[config.mk]
export PLATFORM = sky130hd
export DESIGN_NAME = hier_resp_collector
export DESIGN_NICKNAME = d
export VERILOG_FILES = /design/src/rtl/hier_resp_collector.sv
export SDC_FILE = /design/constraint.sdc
export NUM_CORES = 1
export LEC_CHECK = 0
export ABC_AREA = 1
export CORE_UTILIZATION = 55
export DETAILED_ROUTE_END_ITERATION = 16
export PLACE_DENSITY = 0.81
export SETUP_SLACK_MARGIN = 0.15
export SYNTH_ARGS = -nofsm -noshare
export SYNTH_HDL_FRONTEND = slang
export SYNTH_SLANG_ARGS = --single-unit
[constraint.sdc]
create_clock -name clk -period 7.8 [get_ports clk]
set_input_delay 2.34 -clock clk [delete_from_list [all_inputs] [get_ports clk]]
set_output_delay 2.34 -clock clk [all_outputs]
set_load 0.02 [all_outputs]
[src/rtl/hier_resp_collector.sv]
// hier_resp_collector: gathers valid/ready response beats from N_CHILD children,
// arbitrates round-robin, buffers them in a show-ahead FIFO and presents each
// beat upstream tagged with the index of the child that produced it.
// Optional feature macro: HIER_COLLECT_PARITY_EN adds a per-entry even-parity
// bit over {source index, payload} and the up_parity output port.
module hier_resp_collector #(
  parameter int N_CHILD    = 5,
  parameter int DATA_W     = 8,
  parameter int FIFO_DEPTH = 4
) (
  input  logic                          clk,
  input  logic                          rst_n,
  input  logic [N_CHILD-1:0]            child_valid,
  input  logic [N_CHILD*DATA_W-1:0]     child_data,
  output logic [N_CHILD-1:0]            child_ready,
  output logic                          up_valid,
  input  logic                          up_ready,
  output logic [DATA_W-1:0]             up_data,
  output logic [$clog2(N_CHILD)-1:0]    up_src,
  output logic [$clog2(FIFO_DEPTH):0]   fifo_level
`ifdef HIER_COLLECT_PARITY_EN
  ,
  output logic                          up_parity
`endif
);

  localparam int IDX_W = $clog2(N_CHILD);
  localparam int PTR_W = $clog2(FIFO_DEPTH);
  localparam int LVL_W = PTR_W + 1;
  localparam logic [LVL_W-1:0] DEPTH_L  = LVL_W'(FIFO_DEPTH);
  localparam logic [IDX_W-1:0] LAST_IDX = IDX_W'(N_CHILD - 1);

  logic [DATA_W-1:0] mem_data [FIFO_DEPTH];
  logic [IDX_W-1:0]  mem_src  [FIFO_DEPTH];
`ifdef HIER_COLLECT_PARITY_EN
  logic              mem_par  [FIFO_DEPTH];
`endif

  logic [PTR_W-1:0]  wr_ptr;
  logic [PTR_W-1:0]  rd_ptr;
  logic [IDX_W-1:0]  rr_ptr;
  logic [IDX_W-1:0]  cand;
  logic [IDX_W-1:0]  grant_idx;
  logic              grant_found;
  logic              can_push;
  logic              push;
  logic              pop;
  logic [DATA_W-1:0] grant_data;

  assign up_valid = (fifo_level != '0);
  assign pop      = up_valid && up_ready;
  // Reset gates acceptance so no child sees ready while the collector is held in reset.
  assign can_push = rst_n && ((fifo_level < DEPTH_L) || pop);
  assign push     = can_push && grant_found;

  assign grant_data = child_data[int'(grant_idx)*DATA_W +: DATA_W];

  // Show-ahead head: outputs come straight from the stored entry at the read pointer.
  assign up_data = mem_data[rd_ptr];
  assign up_src  = mem_src[rd_ptr];
`ifdef HIER_COLLECT_PARITY_EN
  assign up_parity = mem_par[rd_ptr];
`endif

  // Round-robin search: first valid child starting at rr_ptr, wrapping mod N_CHILD.
  always_comb begin
    grant_found = 1'b0;
    grant_idx   = '0;
    cand        = '0;
    for (int off = 0; off < N_CHILD; off++) begin
      cand = IDX_W'((int'(rr_ptr) + off) % N_CHILD);
      if (!grant_found && child_valid[cand]) begin
        grant_found = 1'b1;
        grant_idx   = cand;
      end
    end
  end

  // One-hot ready to the granted child, only when the FIFO can take the beat.
  always_comb begin
    child_ready = '0;
    if (push) child_ready[grant_idx] = 1'b1;
  end

  // FIFO storage; entries are cleared on reset so the head reads zero afterwards.
  always_ff @(posedge clk or negedge rst_n) begin
    if (!rst_n) begin
      for (int i = 0; i < FIFO_DEPTH; i++) begin
        mem_data[i] <= '0;
        mem_src[i]  <= '0;
`ifdef HIER_COLLECT_PARITY_EN
        mem_par[i]  <= 1'b0;
`endif
      end
    end else if (push) begin
      mem_data[wr_ptr] <= grant_data;
      mem_src[wr_ptr]  <= grant_idx;
`ifdef HIER_COLLECT_PARITY_EN
      mem_par[wr_ptr]  <= ^{grant_idx, grant_data};
`endif
    end
  end

  // Pointers wrap naturally since FIFO_DEPTH is a power of two; level tracks push/pop.
  always_ff @(posedge clk or negedge rst_n) begin
    if (!rst_n) begin
      wr_ptr     <= '0;
      rd_ptr     <= '0;
      fifo_level <= '0;
    end else begin
      if (push) wr_ptr <= wr_ptr + 1'b1;
      if (pop)  rd_ptr <= rd_ptr + 1'b1;
      case ({push, pop})
        2'b10:   fifo_level <= fifo_level + 1'b1;
        2'b01:   fifo_level <= fifo_level - 1'b1;
        default: fifo_level <= fifo_level;
      endcase
    end
  end

  // Priority pointer moves just past the most recently granted child.
  always_ff @(posedge clk or negedge rst_n) begin
    if (!rst_n) begin
      rr_ptr <= '0;
    end else if (push) begin
      rr_ptr <= (grant_idx == LAST_IDX) ? '0 : grant_idx + 1'b1;
    end
  end

  a_no_overflow: assert property (@(posedge clk) disable iff (!rst_n)
    (fifo_level == DEPTH_L) |-> (!push || pop));
  a_no_underflow: assert property (@(posedge clk) disable iff (!rst_n)
    (fifo_level == '0) |-> !pop);
  a_level_bound: assert property (@(posedge clk) disable iff (!rst_n)
    fifo_level <= DEPTH_L);
  a_ready_onehot: assert property (@(posedge clk) disable iff (!rst_n)
    $onehot0(child_ready));
  a_head_stable: assert property (@(posedge clk) disable iff (!rst_n)
    (up_valid && !up_ready) |=> ($stable(up_data) && $stable(up_src)));

endmodule

==> flow_summary.ini, run 1 <==
[global_route]
globalRoute.totalOverflow = 0
grt_pass1_wl_mm = 20.05
grt_use_total = 0.2888
grtUsageMet3 = 0.04935
first_global_vias = 4267
grt_max_degree = 55
top_usage_layer = met2
use_met1 = 0.3960
grt_use_met2 = 0.4720
antenna_found_initial = 0

[layout]
antenna_cells = 0
fin_cells = 838
multi_input_area_mm2 = 0.002794
final_common_cell = nand2_1
final_cell_mix = nand2_1 (213), inv_1 (75), clkdlybuf4s50_1 (62)
fill_cells = 715
nets = 809
regArea_mm2 = 0.001353
area_growth_pct = 18.63
drive_gt1_frac = 0.1501

[clocking]
cts_tree = done
hold_buffers = 0
clkLatencyLatePin_ns = 0.31
h-tree-depth = 2
cts_buffers = 5
clkTransAtPathRegs_ns = 0.09
cts_sinks = 54
cts_root_buf = clkbuf_8
cts.path.max_buffers = 2

[critical_path]
r2r-start = rr_ptr[1]$_DFFE_PN0P_
crit_path_start_kind = input pin
critPathKind = in2out
rrSetupSlack_ns = 2.75
cp.required_ns = 5.46
arrival_ns = 4.82
critPathMaxFanout = 11
worst_r2r_endpoint = mem_data[4]$_DFFE_PN0P_
reg2reg_depth = 30
endpoint_kind = output port

[sta]
finalCritPeriodShare = 0.9185
slew_headroom = 0.4629
tns_ns = 0
finalSetupViolations = 0
layout_min_cycle_time_ns = 7.165
hold_viol = 0
max_slew.worst_pin.slew_ns = 0.8057
skew_ns = 0.005031
slew_viol_final = 0
rsz0062_at_grt = false
timing.fmax_mhz = 139.6
hold_slack_ns = 0.4821

[drt]
route.detailed.drc = 3
drt_pre_antenna_iters = 11
vias = 4514
avgRoutedWirePerCell_um = 14.59
wl_mm = 12.23
avgViaCountPerCell = 5.387
drtIter0Drc = 260
drtAntennaViolNets = 0

[placement]
numPortBuffers = 67
numPlacedInstances = 826
hpwl_mm = 9.015
gp_congestion = 0.9216

[run_status]
outcome = complete, but fails checks
violations = design-rule violations

[die]
die_area_mm2 = 0.008812
ios = 68
die_x_um = 93.87
initial_utilization = 0.5678
die_height_um = 93.87
num_rows = 33
core_area_mm2 = 0.008175

[synth]
synthCells = 667
synth_cell_type_count = 36
avgSynthCellArea_um2 = 6.959
synthesis.nets = 744
yosysSeqAreaShare = 0.2911
ys_warn_count = 0
synth_seq_cells = 54
synth_area_mm2 = 0.004642

[min_path]
min_path_type = reg2reg
holdPathEnd = mem_data[20]$_DFFE_PN0P_
hold_path_depth = 2
min_from = mem_data[20]$_DFFE_PN0P_

[run]
cap_violations = 0
-- per-stage QoR --
step                  util  setup WS [ns]  instance area [µm²]
floorplan                -          1.392                 4642
global placement    0.6530         0.3450                 5339
detailed placement  0.6530         0.2611                 5339
CTS                 0.6670         0.1990                 5453
global route        0.6736         0.2889                 5507
finish              0.6736         0.6353                 5507
-- layer usage --
| layer | vias up | share of wire |
|---|---|---|
| met5 | - | 0 |
| met4 | 0 | 0.018 |
| met3 | 21 | 0.075 |
| met2 | 169 | 0.46 |
| met1 | 2085 | 0.45 |
| li1 | 2239 | - |
-- worst max path at each step --
stage                     endpoint  depth (start not counted)             startpoint
CTS                 child_ready[0]                         29  rr_ptr[1]$_DFFE_PN0P_
detailed placement  child_ready[0]                         18         child_valid[2]
finish              child_ready[4]                         12         child_valid[2]
floorplan           child_ready[0]                         30  rr_ptr[0]$_DFFE_PN0P_
global placement    child_ready[0]                         18         child_valid[2]
global route        child_ready[4]                         27  rr_ptr[1]$_DFFE_PN0P_
-- what timing repair did --
| action | in CTS | in global routing |
|---|---|---|
| gates resized for setup | 0 | 7 |
| endpoints found under the hold margin | 0 | 0 |
| setup endpoints to repair | 0 | 5 |
| buffers inserted | 0 | 4 |
-- sequential cells by signal (all words and copies together) (netlist names) --
| name | count |
|---|---|
| mem_data | 32 |
| rd_ptr | 2 |
| mem_src | 12 |
| rr_ptr | 3 |
| wr_ptr | 2 |
| fifo_level | 3 |
-- Yosys cell counts, drive strengths merged --
cell type | number | area (µm²)
or2 | 1 | 6.260
buf | 13 | 122.6
nand3 | 74 | 505.5
nand3b | 10 | 75.07
nor3 | 1 | 5.000
xnor2 | 3 | 33.79
inv | 96 | 360.3
fa | 1 | 20.02
a21oi | 5 | 28.78
clkinv | 1 | 3.750
a21boi | 1 | 7.510
nand2 | 245 | 1025
o21ai | 49 | 256.5
o22ai | 13 | 81.33
nand4 | 13 | 93.84
dfrtp | 54 | 1351
a31oi | 1 | 6.260
xor2 | 9 | 78.83
ha | 28 | 350.3
nor2 | 41 | 192.7
clkbuf | 6 | 22.52
o211ai | 2 | 15.01
-- worst max-delay path, cell delays in order --
cell,delay (ns)
clkdlybuf4s50_1,0.50
inv_1,0.08
nand3_1,0.09
nand3_1,0.08
nand3_1,0.10
nand2_1,0.24
nand4_2,0.22
nor2_4,0.06
nand3_1,0.14
nand2_2,0.17
a21oi_1,0.17
clkdlybuf4s50_1,0.63
-- layout make-up --
type | instances | area share
sequential | 54 | 0.2456
inverter | 97 | 0.06612
clock buffer | 5 | 0.01250
tap | 105 | 0.02386
clock inverter | 3 | 0.008180
multi-input combinational | 497 | 0.5074
timing repair buffer | 77 | 0.1363
-- logic make-up after synthesis --
kind of cell / synth area share
AOI/OAI and AO/OA: 0.08518
DFF: 0.2911
and+or+nand+nor: 0.4100
xor gates and xnor gates: 0.02426
buffers and inverters: 0.1097
adders and majority gates: 0.07979
Power of run 1 is not shown: default switching activity piles up to over one toggle a cycle in this logic, so the estimate is an artifact.
==> run 2: changes to the inputs <==
CORE_UTILIZATION = 56   (was 55)
PLACE_DENSITY = 0.82   (was 0.81)
==> run 2 against run 1 <==
  * The flow now finishes without violations
  * Worst setup slack lost 0.29 ns
  * Cell count shrank 0.48%
  * Sequential share of layout area shrank 0.067 points
  * Critical path type unchanged
  * Worst hold slack gained 0.0028 ns
==> flow_summary.ini, run 2 (same netlist as run 1, synthesis figures left out) <==
[run_status]
outcome = complete, no violations

[global_route]
antenna_found_initial = 0
grt_max_degree = 55
first_global_vias = 4059
globalRoute.totalOverflow = 0
grt_pass1_wl_mm = 19.47
grt_use_total = 0.2852

[critical_path]
cp_cell_sequence = clkdlybuf4s50_1, inv_1, nand3_1, nand3_1, nand3_1, nand2_1, nand4_1, nand2_1, inv_1, nand2_1, nand2_1, nand2_1, nand2_2, nand2_4, nor2_8, inv_1, nor2_1, clkdlybuf4s50_1
critPathMaxFanout = 15
crit_path_frequent_cell = nand2_1
critPathKind = in2out
slowest_delay_ns = 0.61
crit_path_top_delay_cell = clkdlybuf4s50_1
reg2reg_depth = 30
arrival_ns = 5.11
rrSetupSlack_ns = 2.77
crit_path_start_kind = input pin
endpoint_kind = output port
cp.required_ns = 5.46
worst_r2r_endpoint = mem_data[1]$_DFFE_PN0P_
r2r-start = rr_ptr[1]$_DFFE_PN0P_

[layout]
final_cell_mix = nand2_1 (213), inv_1 (75), clkdlybuf4s50_1 (63)
max_flop_register = mem_data
final_common_cell = nand2_1
antenna_cells = 0
drive_gt1_frac = 0.1489
fill_cells = 644
largest_reg_flops = 32
area_growth_pct = 18.95
nets = 808
reg_top3 = mem_data (32), mem_src (12)

[clocking]
cts_sinks = 54
h-tree-depth = 2
cts_tree = done
clkTransAtPathRegs_ns = 0.09
clkLatencyLatePin_ns = 0.31
cts.path.max_buffers = 2
cts_buffers = 5
hold_buffers = 0
cts_root_buf = clkbuf_8

[min_path]
min_path_type = reg2reg
min_from = mem_src[6]$_DFFE_PN0P_
hold_path_depth = 2
holdPathEnd = mem_src[6]$_DFFE_PN0P_

[die]
ios = 68
die_height_um = 93.05
die_x_um = 93.05
num_rows = 32
die_area_mm2 = 0.008657
initial_utilization = 0.5885
core_area_mm2 = 0.007888

[placement]
gp_congestion = 0.8661
hpwl_mm = 8.875
numPortBuffers = 67

[drt]
drtAntennaViolNets = 0
drt_pre_antenna_iters = 5
wl_mm = 12.16
vias = 4528
route.detailed.drc = 0
avgRoutedWirePerCell_um = 14.58
avgViaCountPerCell = 5.429
drtIter0Drc = 291

[sta]
skew_ns = 0.008882
hold_slack_ns = 0.4849
max_slew.worst_pin.slew_ns = 0.8152
hold_viol = 0
slew_viol_final = 0
layout_min_cycle_time_ns = 7.454
rsz0062_at_grt = true
finalCritPeriodShare = 0.9556
tns_ns = 0
slew_headroom = 0.4565
timing.fmax_mhz = 134.2
finalSetupViolations = 0

[run]
cap_violations = 0
-- run 2: changes by cell type in the layout (fill, tap and decap cells not counted) --
cell | previous run | this run
clkinvlp_4 | 2 | 0
clkbuf_8 | 5 | 6
bufinv_16 | 1 | 2
dlymetal6s2s_1 | 4 | 3
buf_4 | 10 | 9
clkdlybuf4s50_1 | 62 | 63
-- run 2: metal layers --
layer | global-route usage | routed length (µm) | vias up
met3 | 0.04228 | 860 | 18
li1 | - | - | 2246
met5 | 0 | 0 | -
met1 | 0.4022 | 5547 | 2097
met2 | 0.4534 | 5475 | 167
met4 | 0.08590 | 278 | 0
-- run 2: what timing repair did --
action                     in CTS  in global routing
setup endpoints to repair       0                  5
gates resized for setup         0                  6
buffers inserted                0                  3
-- run 2: worst max path at each step --
stage / from / to / slack (ns) / depth (start not counted)
detailed placement: child_valid[2] / child_ready[1] / 0.25 / 18
global placement: child_valid[2] / child_ready[0] / 0.35 / 18
finish: child_valid[2] / child_ready[1] / 0.35 / 18
floorplan: rr_ptr[0]$_DFFE_PN0P_ / child_ready[0] / 1.39 / 30
CTS: rr_ptr[1]$_DFFE_PN0P_ / child_ready[1] / 0.22 / 27
global route: rr_ptr[1]$_DFFE_PN0P_ / child_ready[1] / 0.08 / 29
-- run 2: area by class of cell --
cell class / count / area, µm² / share of cell area
tap: 102 / 127.6 / 0.02311
timing repair buffer: 76 / 740.7 / 0.1341
multi-input combinational: 497 / 2794 / 0.5060
sequential: 54 / 1353 / 0.2450
clock buffer: 6 / 82.58 / 0.01496
clock inverter: 2 / 60.06 / 0.01088
inverter: 97 / 364.1 / 0.06594
-- run 2: stage by stage --
stage	instances	cell area (µm²)	setup WS, ns	utilization
2_1_floorplan	667	4642	1.392	-
5_1_grt	834	5522	0.07943	0.7000
4_1_cts	831	5478	0.2163	0.6945
3_3_place_gp	823	5335	0.3535	0.6764
3_5_place_dp	823	5335	0.2484	0.6764
6_report	834	5522	0.3462	0.7000
-- run 2: worst max-delay path, delay by kind of cell --
kind / cells / cell delay (ns)
buf+inv: 5 / 1.35
simple gates: 13 / 1.41
Power of run 2 is left out for the same reason.
